`src/rtl/id_ex_stage.sv`:
```
// Decode->Execute pipeline register with Execute-stage condition evaluation.
// Holds the decoded control/data for the instruction in E, owns the NZCV
// flags, and produces the condition-gated control consumed downstream.
module id_ex_stage #(
  parameter int DATA_W = 32,
  parameter int RA_W   = 4
) (
  input  logic              clk,
  input  logic              reset,
  input  logic              StallE,
  input  logic              FlushE,
  input  logic              PCSrcD,
  input  logic              RegWriteD,
  input  logic              MemtoRegD,
  input  logic              MemWriteD,
  input  logic              BranchD,
  input  logic              ALUSrcD,
  input  logic [1:0]        ALUControlD,
  input  logic [1:0]        FlagWriteD,
  input  logic [3:0]        CondD,
  input  logic [DATA_W-1:0] RD1D,
  input  logic [DATA_W-1:0] RD2D,
  input  logic [DATA_W-1:0] ExtImmD,
  input  logic [RA_W-1:0]   WA3D,
  input  logic [3:0]        ALUFlags,
  output logic              ALUSrcE,
  output logic [1:0]        ALUControlE,
  output logic [DATA_W-1:0] RD1E,
  output logic [DATA_W-1:0] RD2E,
  output logic [DATA_W-1:0] ExtImmE,
  output logic [RA_W-1:0]   WA3E,
  output logic              CondExE,
  output logic              PCSrcE,
  output logic              RegWriteE,
  output logic              MemWriteE,
  output logic              MemtoRegE,
  output logic [3:0]        FlagsE
);

  localparam logic [3:0] COND_AL = 4'b1110;

  logic              pcSrc_q,    pcSrc_d;
  logic              regWrite_q, regWrite_d;
  logic              memtoReg_q, memtoReg_d;
  logic              memWrite_q, memWrite_d;
  logic              branch_q,   branch_d;
  logic              aluSrc_q,   aluSrc_d;
  logic [1:0]        aluControl_q, aluControl_d;
  logic [1:0]        flagWrite_q,  flagWrite_d;
  logic [3:0]        cond_q,     cond_d;
  logic [DATA_W-1:0] rd1_q,      rd1_d;
  logic [DATA_W-1:0] rd2_q,      rd2_d;
  logic [DATA_W-1:0] extImm_q,   extImm_d;
  logic [RA_W-1:0]   wa3_q,      wa3_d;
  logic [3:0]        flags_q,    flags_d;

  logic condEx;
  logic flagN, flagZ, flagC, flagV;
  logic advance;

  assign flagN = flags_q[3];
  assign flagZ = flags_q[2];
  assign flagC = flags_q[1];
  assign flagV = flags_q[0];

  // The E instruction leaves the stage whenever it is not held; a flush
  // overrides the hold, so the outgoing instruction still commits its flags.
  assign advance = FlushE | ~StallE;

  // ARM condition decode of the E instruction against the current flags.
  always_comb begin
    condEx = 1'b0;
    case (cond_q)
      4'h0: condEx = flagZ;
      4'h1: condEx = ~flagZ;
      4'h2: condEx = flagC;
      4'h3: condEx = ~flagC;
      4'h4: condEx = flagN;
      4'h5: condEx = ~flagN;
      4'h6: condEx = flagV;
      4'h7: condEx = ~flagV;
      4'h8: condEx = flagC & ~flagZ;
      4'h9: condEx = ~flagC | flagZ;
      4'hA: condEx = (flagN == flagV);
      4'hB: condEx = (flagN != flagV);
      4'hC: condEx = ~flagZ & (flagN == flagV);
      4'hD: condEx = flagZ | (flagN != flagV);
      4'hE: condEx = 1'b1;
      default: condEx = 1'b0;
    endcase
  end

  // Next state of the E register: bubble on flush, hold on stall, else load D.
  always_comb begin
    pcSrc_d      = pcSrc_q;
    regWrite_d   = regWrite_q;
    memtoReg_d   = memtoReg_q;
    memWrite_d   = memWrite_q;
    branch_d     = branch_q;
    aluSrc_d     = aluSrc_q;
    aluControl_d = aluControl_q;
    flagWrite_d  = flagWrite_q;
    cond_d       = cond_q;
    rd1_d        = rd1_q;
    rd2_d        = rd2_q;
    extImm_d     = extImm_q;
    wa3_d        = wa3_q;
    if (FlushE) begin
      pcSrc_d      = 1'b0;
      regWrite_d   = 1'b0;
      memtoReg_d   = 1'b0;
      memWrite_d   = 1'b0;
      branch_d     = 1'b0;
      aluSrc_d     = 1'b0;
      aluControl_d = 2'b00;
      flagWrite_d  = 2'b00;
      cond_d       = COND_AL;
      rd1_d        = '0;
      rd2_d        = '0;
      extImm_d     = '0;
      wa3_d        = '0;
    end else if (!StallE) begin
      pcSrc_d      = PCSrcD;
      regWrite_d   = RegWriteD;
      memtoReg_d   = MemtoRegD;
      memWrite_d   = MemWriteD;
      branch_d     = BranchD;
      aluSrc_d     = ALUSrcD;
      aluControl_d = ALUControlD;
      flagWrite_d  = FlagWriteD;
      cond_d       = CondD;
      rd1_d        = RD1D;
      rd2_d        = RD2D;
      extImm_d     = ExtImmD;
      wa3_d        = WA3D;
    end
  end

  // Flags commit only when the E instruction moves on and its condition passed.
  always_comb begin
    flags_d = flags_q;
    if (advance && condEx) begin
      if (flagWrite_q[1]) flags_d[3:2] = ALUFlags[3:2];
      if (flagWrite_q[0]) flags_d[1:0] = ALUFlags[1:0];
    end
  end

  // State update with asynchronous active-low clear.
  always_ff @(posedge clk or negedge reset) begin
    if (!reset) begin
      pcSrc_q      <= 1'b0;
      regWrite_q   <= 1'b0;
      memtoReg_q   <= 1'b0;
      memWrite_q   <= 1'b0;
      branch_q     <= 1'b0;
      aluSrc_q     <= 1'b0;
      aluControl_q <= 2'b00;
      flagWrite_q  <= 2'b00;
      cond_q       <= 4'b0000;
      rd1_q        <= '0;
      rd2_q        <= '0;
      extImm_q     <= '0;
      wa3_q        <= '0;
      flags_q      <= 4'b0000;
    end else begin
      pcSrc_q      <= pcSrc_d;
      regWrite_q   <= regWrite_d;
      memtoReg_q   <= memtoReg_d;
      memWrite_q   <= memWrite_d;
      branch_q     <= branch_d;
      aluSrc_q     <= aluSrc_d;
      aluControl_q <= aluControl_d;
      flagWrite_q  <= flagWrite_d;
      cond_q       <= cond_d;
      rd1_q        <= rd1_d;
      rd2_q        <= rd2_d;
      extImm_q     <= extImm_d;
      wa3_q        <= wa3_d;
      flags_q      <= flags_d;
    end
  end

  assign ALUSrcE     = aluSrc_q;
  assign ALUControlE = aluControl_q;
  assign RD1E        = rd1_q;
  assign RD2E        = rd2_q;
  assign ExtImmE     = extImm_q;
  assign WA3E        = wa3_q;
  assign CondExE     = condEx;
  assign PCSrcE      = (pcSrc_q | branch_q) & condEx;
  assign RegWriteE   = regWrite_q & condEx;
  assign MemWriteE   = memWrite_q & condEx;
  assign MemtoRegE   = memtoReg_q;
  assign FlagsE      = flags_q;

endmodule

```
`config.mk`:
```
export PLATFORM = sky130hd
export DESIGN_NAME = id_ex_stage
export DESIGN_NICKNAME = d
export VERILOG_FILES = /design/src/rtl/id_ex_stage.sv
export SDC_FILE = /design/constraint.sdc
export NUM_CORES = 1
export LEC_CHECK = 0
export CORE_MARGIN = 2
export CORE_UTILIZATION = 57
export DETAILED_ROUTE_END_ITERATION = 7
export DONT_BUFFER_PORTS = 1
export HOLD_SLACK_MARGIN = 0.08
export PLACE_DENSITY = 0.75
export SYNTH_ARGS = -nofsm -noshare
export SYNTH_HDL_FRONTEND = slang
export SYNTH_SLANG_ARGS = --single-unit
```
`constraint.sdc`:
```
create_clock -name clk -period 1.85 [get_ports clk]
set_input_delay 0.555 -clock clk [delete_from_list [all_inputs] [get_ports clk]]
set_output_delay 0.555 -clock clk [all_outputs]
set_load 0.02 [all_outputs]
```
==> impl_summary.md, run 1 <==
Yosys
The cell count after synthesis is 413. The number of warnings reported in the yosys synthesis log is 0. The number of enable-type register cells in the synthesized netlist is 0.

The share of the Yosys chip area taken by registers is 59.7%. The synthesized area divided by synthesized cell count is 12.0 um^2. Summing every instance area after synthesis gives ~5000 um^2. Ranked by total cell area, the synthesized netlist is headed by sky130_fd_sc_hd__dfrtp_1 (60%), sky130_fd_sc_hd__mux2i_1 (23%), sky130_fd_sc_hd__nor2_1 (8.4%).

The library cell occupying the most area in the post-synthesis netlist is sky130_fd_sc_hd__dfrtp_1. The total nets after synthesis is ~540. After synthesis, the share of flip-flops with an asynchronous set or reset is 100%. The most instantiated flip-flop cell in the synthesis netlist is sky130_fd_sc_hd__dfrtp_1.

The area share of the leading cell type in the synthesized netlist is 59.7%. Counting flops and latches in the post-synthesis netlist gives 118. Yosys mapped the design onto 29 distinct sky130hd cell types.

Route
The pre-antenna-repair detailed-routing pass consisted of 6 iterations. Dividing the detail-routed wire length by the instance count gives 19.6 um. After detailed routing, the number of remaining DRC violations is 0. The via count is a little over 3000. The number of DRC violations after detailed-routing iteration 0 is 124. Using the TritonRoute via totals, the vias-per-cell ratio works out to 5.64. The final layout contains routed wiring with a total length of 10600 um. The number of routed nets with antenna violations is 0.

Critical path
The kind of end point of the critical path is an output port. The worst path required time is 1.29 ns. The endpoint of the worst-slack reg-to-reg timing path is FlagsE[1]. The worst setup path is launched from a register. The most critical setup path has its startpoint at cond_q[3]. STA puts the critical path data arrival time at 1.99 ns. Counting cells, the worst reg-to-reg path comes to 8. The maximum fanout count along the critical path is 7. Traced cell by cell, the critical path runs through buf_4, nor4b_4, a311oi_2, o32a_1, nand3_2, o21a_2. The cell with the largest stage delay on the worst path is sky130_fd_sc_hd__dfrtp_2. The startpoint of the lowest-slack register-to-register path is cond_q[3]. The kind of critical path is register to output port. Setup slack on the worst reg-to-reg path comes out at -0.23 ns. The most critical setup path has its endpoint at PCSrcE. The largest single stage delay on the critical path is 0.44 ns.

Clock network
In this run the clock root is driven by a sky130_fd_sc_hd__clkbuf_8. Clock tree synthesis inserted a total of 17 buffers. CTS built an H-tree with a depth of 4. The number of buffers on the longest clock path is 2.

At the later pin of the worst-skew pair, clock insertion delay measures 0.49 ns. TritonCTS built the clock tree. Counting every sink on the clock net gives approximately 120. After clock tree synthesis, the clock-pin slew on the worst setup and hold paths is 0.06 ns.

Cells and area
Cells with a size suffix above 1 make up between 10% and 20% of the layout. Excluding fillers, the count of instances in the completed layout stands at 541. The number of antenna diodes is 0. The filler cells instantiated in the layout total 587. For this run, the post-layout net count is 545. The layout-stage area growth over the synthesis result is 16.4%.

Floorplan
The total core area is between 8000 and 9000 um^2. The total number of placement rows is 33. The count of boundary I/O pins is 234.

The width of the chip is 97.2 um. Once the floorplan was initialized, standard cells occupied 59.6% of the core. The die is 97.2 um tall.

The floorplan step defined a die boundary enclosing 9440 um^2.

Power and ir drop
For this design the ratio of total power to cell area is 1190 nW/um^2. The clock network power share is 44.6%. The static leakage is ~3 nW. Summed over all nets, the switching power comes to 0.00187 W. VDD sags by at most 628 uV. In this run, flip-flops and latches consume 45.1% of the power. The combinational cell fraction of total power is about 10%. In this run switching power makes up 27.3% of total power. The internal power of the cells totals 0.00497 W.

Global route
The met3 global-route usage is under 10%. Global routing finished with a remaining overflow of 0. The via count of the first global-routing pass is 3209. The wire length of the first global-routing pass is 17000 um. Entering global routing, the biggest net connects 119 pins. The initial antenna violation count is 0. For this run, global-route usage on met1 was measured as 27.5%. The met2 demand-to-capacity share in global routing is 37.4%. In this run the most used layer during global routing was met2. The global-route usage over all layers is 22.9%.

STA
The number of pins exceeding their max-slew limit in the final report is 0. Dividing the final minimum period by the clock period gives 138%. In this run the tightest slew margin relative to its limit is 81.1%. The shortest period the worst path allows is 2.55 ns. The maximum frequency from static timing analysis is 392 MHz. Setup violations remaining at the end of the flow were counted as 8. The measured slew at the worst slew-check pin is approximately 0.28 ns. For the final routed database, the setup TNS stands at -3.65 ns. Once routing completed, OpenROAD measured the worst setup slack at -0.700 ns.

The final-layout worst hold slack is -0.256 ns. The worst clock skew is between 0.006 and 0.007 ns. Setup repair after global routing could not meet its margin everywhere.

The number of failing hold endpoints at the final stage is 118.

Run status
The run finished, with violations left. The final reports fail on hold timing, setup timing.

Placed design
The placed cell count is 503. The congestion estimate from routability-driven global placement came to 0.895. Buffers placed on the I/O ports in this run total 0. Detailed placement ended at an HPWL of about 6800 um.

Run
The total of max-cap violations is 0.

Min path
The worst hold path class is primary input to asynchronous set/reset pin.
sequential cells by signal, summed over array words and instances, names as in the netlist:
register,cells
ALUControlE,2
ALUSrcE,1
ExtImmE,32
FlagsE,4
MemtoRegE,1
RD1E,32
RD2E,32
WA3E,4
branch_q,1
cond_q,4
flagWrite_q,2
memWrite_q,1
pcSrc_q,1
regWrite_q,1
critical path, delay by kind of cell (launching register included):
family	cells	cell delay [ns]
simple gates	2	0.37
buf+inv	1	0.16
compound gates	3	0.52
flops	1	0.44
worst min-delay path by stage:
stage / endpoint / slack, ns / cells past startpoint
4_1_cts: RD1E[4] / -0.28 / 0
5_1_grt: RD1E[4] / -0.29 / 0
3_5_place_dp: RD1E[4] / 0.26 / 0
2_1_floorplan: ALUControlE[0] / 0.26 / 0
6_report: RD1E[4] / -0.26 / 0
3_3_place_gp: RD1E[10] / 0.26 / 0
per-layer routing:
| metal | vias to the layer above | routed length [um] | share of wire [%] |
|---|---|---|---|
| met4 | 0 | 167 | 1.6 |
| met2 | 129 | 5550 | 52 |
| met3 | 14 | 770 | 7.3 |
| met1 | 1494 | 4120 | 39 |
| li1 | 1412 | - | - |
| met5 | - | 0 | 0 |
synth_stat cells (all sizes together), types with 2 or more instances:
cell type  instances
nand2              4
clkbuf            15
xor2               2
nor3b              4
mux2i            113
and2               2
dfrtp            118
a31oi              2
nor2             111
mux2               4
a211o              3
nor2b              5
buf               15
nand3              2
cell families after synthesis:
logic type	after synthesis	synth area share [%]
AND/OR/NAND/NOR	132	11.1
flip-flops	118	59.7
multiplexers	117	23.8
buffers and inverters	31	3.01
AO/OA/AOI/OAI	13	2.05
XOR/XNOR	2	0.354
layout by cell type, fill, tap and decap left out, types with 2 or more instances in the layout:
master / instances
sky130_fd_sc_hd__clkinvlp_4: 5
sky130_fd_sc_hd__a211o_1: 3
sky130_fd_sc_hd__mux2_4: 4
sky130_fd_sc_hd__dfrtp_2: 7
sky130_fd_sc_hd__and2_4: 2
sky130_fd_sc_hd__clkbuf_16: 16
sky130_fd_sc_hd__nand2_1: 4
sky130_fd_sc_hd__inv_6: 5
sky130_fd_sc_hd__buf_4: 19
sky130_fd_sc_hd__a31oi_4: 2
sky130_fd_sc_hd__nor2b_1: 5
sky130_fd_sc_hd__nor3b_1: 3
sky130_fd_sc_hd__buf_6: 2
sky130_fd_sc_hd__nor2_1: 111
sky130_fd_sc_hd__mux2i_1: 113
sky130_fd_sc_hd__dfrtp_1: 111
sky130_fd_sc_hd__inv_8: 2
through the flow:
stage	total power (W)	hold slack (ns)	instance area, um^2	worst slack (ns)	utilization, %
after global placement	0.00368	0.261	5060	-0.0987	61.0
after detailed placement	0.00371	0.262	5060	-0.225	61.0
after CTS	0.00688	-0.281	5710	-0.706	68.8
after global routing	0.00713	-0.288	5760	-0.788	69.4
after floorplan	0.00359	0.259	4960	-0.234	-
final	0.00684	-0.256	5760	-0.700	69.4
power groups by stage:
stage          combinational [W]  sequential [W]  clock [W]
2_1_floorplan           0.000466         0.00312          0
3_3_place_gp            0.000559         0.00312          0
3_5_place_dp            0.000587         0.00312          0
4_1_cts                 0.000677         0.00309    0.00311
5_1_grt                 0.000766         0.00311    0.00325
6_report                0.000702         0.00309    0.00305
cell type report:
type                       count  area, um^2  share of cell area, %
inverter                       1        3.75                 0.0652
sequential                   118        2960                   51.4
clock buffer                  18         418                   7.26
tap                          105         131                   2.28
timing repair buffer          21         165                   2.87
clock inverter                14         143                   2.48
multi-input combinational    264        1930                   33.6
timing repair:
item / in CTS / in global routing
setup endpoints to repair: 8 / 8
buffers inserted: 2 / 5
cloned: 0 / 0
pin swaps: 6 / 6
gates resized for setup: 15 / 5
endpoints found under the hold margin: 118 / 118
Power figures use the tool's default switching activity.
==> run 2: changes to the inputs <==
clock period = 2.15 ns   (was 1.85 ns; I/O delays follow)
==> impl_summary.md, run 2 (synthesis results as in run 1) <==
Route
The number of detailed-route iterations in the first pass is 4. The number of routed nets with antenna violations is 0. The number of DRC violations after detailed-routing iteration 0 is 120. The via density per instance is ~5.8. The post-detailed-routing wire length is 10900 um. The remaining design rule violation count is 0. The routed layout has 3112 vias.

After detailed routing, the average wire length per cell comes to 20.2 um.

Run status
The checks that failed: hold timing, setup timing. The flow ran to the end, but the final reports show violations.

Floorplan
The width of the chip is 97.2 um. The core region is 8300 um^2. For this configuration, the core starts out at a cell density of 59.6%. Pin placement for this block handled 234 I/O pins. From bottom edge to top edge, the die measures 97.2 um. The total number of placement rows is 33.

The die outline area is 9440 um^2.

Cells and area
The number of antenna diodes is 0. The filler cells instantiated in the layout total between 600 and 700. Leaving out fill and tap cells, the most frequent cells in the layout are sky130_fd_sc_hd__dfrtp_1 (113), sky130_fd_sc_hd__mux2i_1 (113), sky130_fd_sc_hd__nor2_1 (111).

The layout-stage area growth over the synthesis result is 15.4%. The fraction of final layout cells with drive strength greater than 1 is roughly 14%. After routing the design area is 5710 um^2.

The net count of the finished layout is between 500 and 600.

Clock network
Counting the buffers created by CTS gives 17. The latest clock arrival within the worst-skew pair is 0.50 ns. CTS placed an instance of sky130_fd_sc_hd__clkbuf_8 at the clock tree root. The clock net sink count is 118. The clock edge transition at the registers on the reported setup and hold paths is 0.06 ns. The TritonCTS clock tree is done. The number of buffers on the longest clock path is 2. The clock tree synthesis step divided the H-tree into 4 levels.

Power and ir drop
Sequential cells burn between 40% and 50% of the power. In this run switching power makes up 25.7% of total power. The net load switching power is ~0.0016 W. Overall power consumption after layout is estimated at 0.00607 W. Cell internal power was estimated by the tool at 0.00451 W. The share of total power dissipated in the clock network is 47.5%. The total power per unit cell area is 1060 nW/um^2. The combinational cell fraction of total power is under 10%.

The static leakage is just under 3 nW. Across the VDD grid, the largest voltage drop is between 500 and 600 uV.

Global route
The aggregate global routing overflow is 0. Across every metal layer, demand over resource in global routing totals between 20% and 30%. The initial antenna violation count came to 0. The wire length of the first global-routing pass is 17400 um. The via count of the first global-routing pass was 3339. The largest net degree at the start of global routing is 119.

STA
The share of the clock period used by the worst path is 126%. In the post-route analysis, the smallest setup slack over all paths is -0.566 ns. The measured slew at the worst slew-check pin is 0.318 ns. The final count of negative-setup-slack endpoints is 5. Setup repair after global routing could not meet its margin everywhere. The number of failing hold endpoints at the final stage is 118. The shortest period the worst path allows is 2.72 ns. The final-layout worst hold slack is -0.171 ns. The number of pins exceeding their max-slew limit in the final report is 0.

Measured against its own limit, the worst slew margin works out to 78.7%. The maximum frequency from static timing analysis is 368 MHz. Setup total negative slack on the finished layout was measured at -2.24 ns. The worst clock skew is about 0.010 ns.

Placed design
The placer's final routability congestion estimate is 0.759. The placement-stage cell area is approximately 5000 um^2. In this run the tool buffered the top-level ports with 0 buffer cells. The total half-perimeter wirelength after legalization and detailed placement is 6900 um.

Critical path
The cell with the largest stage delay on the worst path is sky130_fd_sc_hd__dfrtp_2. Walking the worst path, the cells encountered are xor2_1, a311oi_1, o32a_1, nand3_2, and2_4. The worst path required time is 1.50 ns. STA classifies the critical path endpoint as an output port.

Tracing the worst setup path back leads to its startpoint at FlagsE[3]. The startpoint identified for the worst register-to-register timing path is cond_q[3]. The type of element launching the critical path is a register. The biggest cell delay along the critical path is 0.43 ns.

The critical path data arrival time is roughly 2.1 ns. The kind of critical path is register to output port. The maximum fanout count along the critical path is 4.

Min path
The worst hold path class is primary input to asynchronous set/reset pin.

Run
Across the run, the number of max-cap violations was 0.
run 2: final timing paths:
kind                                   end  slack, ns  cells after the start
max in group asynchronous        cond_q[3]       2.19                      0
min in group clk                   RD1E[7]       0.20                      1
worst min-delay path              RD1E[10]      -0.17                      0
worst max register to register   FlagsE[2]      -0.01                      7
worst max-delay path             MemWriteE      -0.57                      5
worst min register to register  regWrite_q       0.54                      2
run 2: power groups by stage:
| stage | combinational (W) | sequential (W) | clock (W) |
|---|---|---|---|
| after global placement | 0.000439 | 0.00269 | 0 |
| after detailed placement | 0.000463 | 0.00270 | 0 |
| final | 0.000526 | 0.00266 | 0.00288 |
| after floorplan | 0.000401 | 0.00269 | 0 |
| after global routing | 0.000572 | 0.00268 | 0.00304 |
| after CTS | 0.000516 | 0.00266 | 0.00291 |
run 2: repair_timing:
action / CTS / global route
endpoints found under the setup margin: 4 / 4
setup buffers: 8 / 2
resized for setup: 3 / 2
pin swaps: 1 / 1
endpoints found under the hold margin: 118 / 118
run 2: stage by stage:
step / hold slack (ns) / instances / worst slack, ns / utilization (%)
after floorplan: 0.349 / 413 / -0.0236 / -
after global placement: 0.351 / 496 / 0.0453 / 60.3
after detailed placement: 0.351 / 496 / -0.0495 / 60.3
after CTS: -0.190 / 536 / -0.535 / 68.5
after global routing: -0.207 / 538 / -0.612 / 68.8
final: -0.171 / 538 / -0.566 / 68.8
run 2: final cells by class:
cell class,instances,area (um^2),area share (%)
sequential,118,2960,51.8
multi-input combinational,264,1870,32.7
clock buffer,19,442,7.74
clock inverter,13,169,2.96
timing repair buffer,18,135,2.37
tap,105,131,2.30
inverter,1,3.75,0.0658
run 2: worst max-delay path, delay by kind of cell (launching register included):
family / cells / cell delay, ns
AO/OA/AOI/OAI: 2 / 0.59
flip-flops: 1 / 0.43
AND/OR/NAND/NOR: 2 / 0.34
XOR/XNOR: 1 / 0.20
run 2: routing by layer:
| metal | wire length [um] | vias to the layer above | track usage, % | part of all wire, % |
|---|---|---|---|---|
| li1 | - | 1408 | - | - |
| met1 | 4020 | 1531 | 26.4 | 37 |
| met2 | 5700 | 156 | 39.9 | 52 |
| met3 | 969 | 17 | 10.4 | 8.9 |
| met4 | 176 | 0 | 7.58 | 1.6 |
| met5 | 0 | - | 0 | 0 |
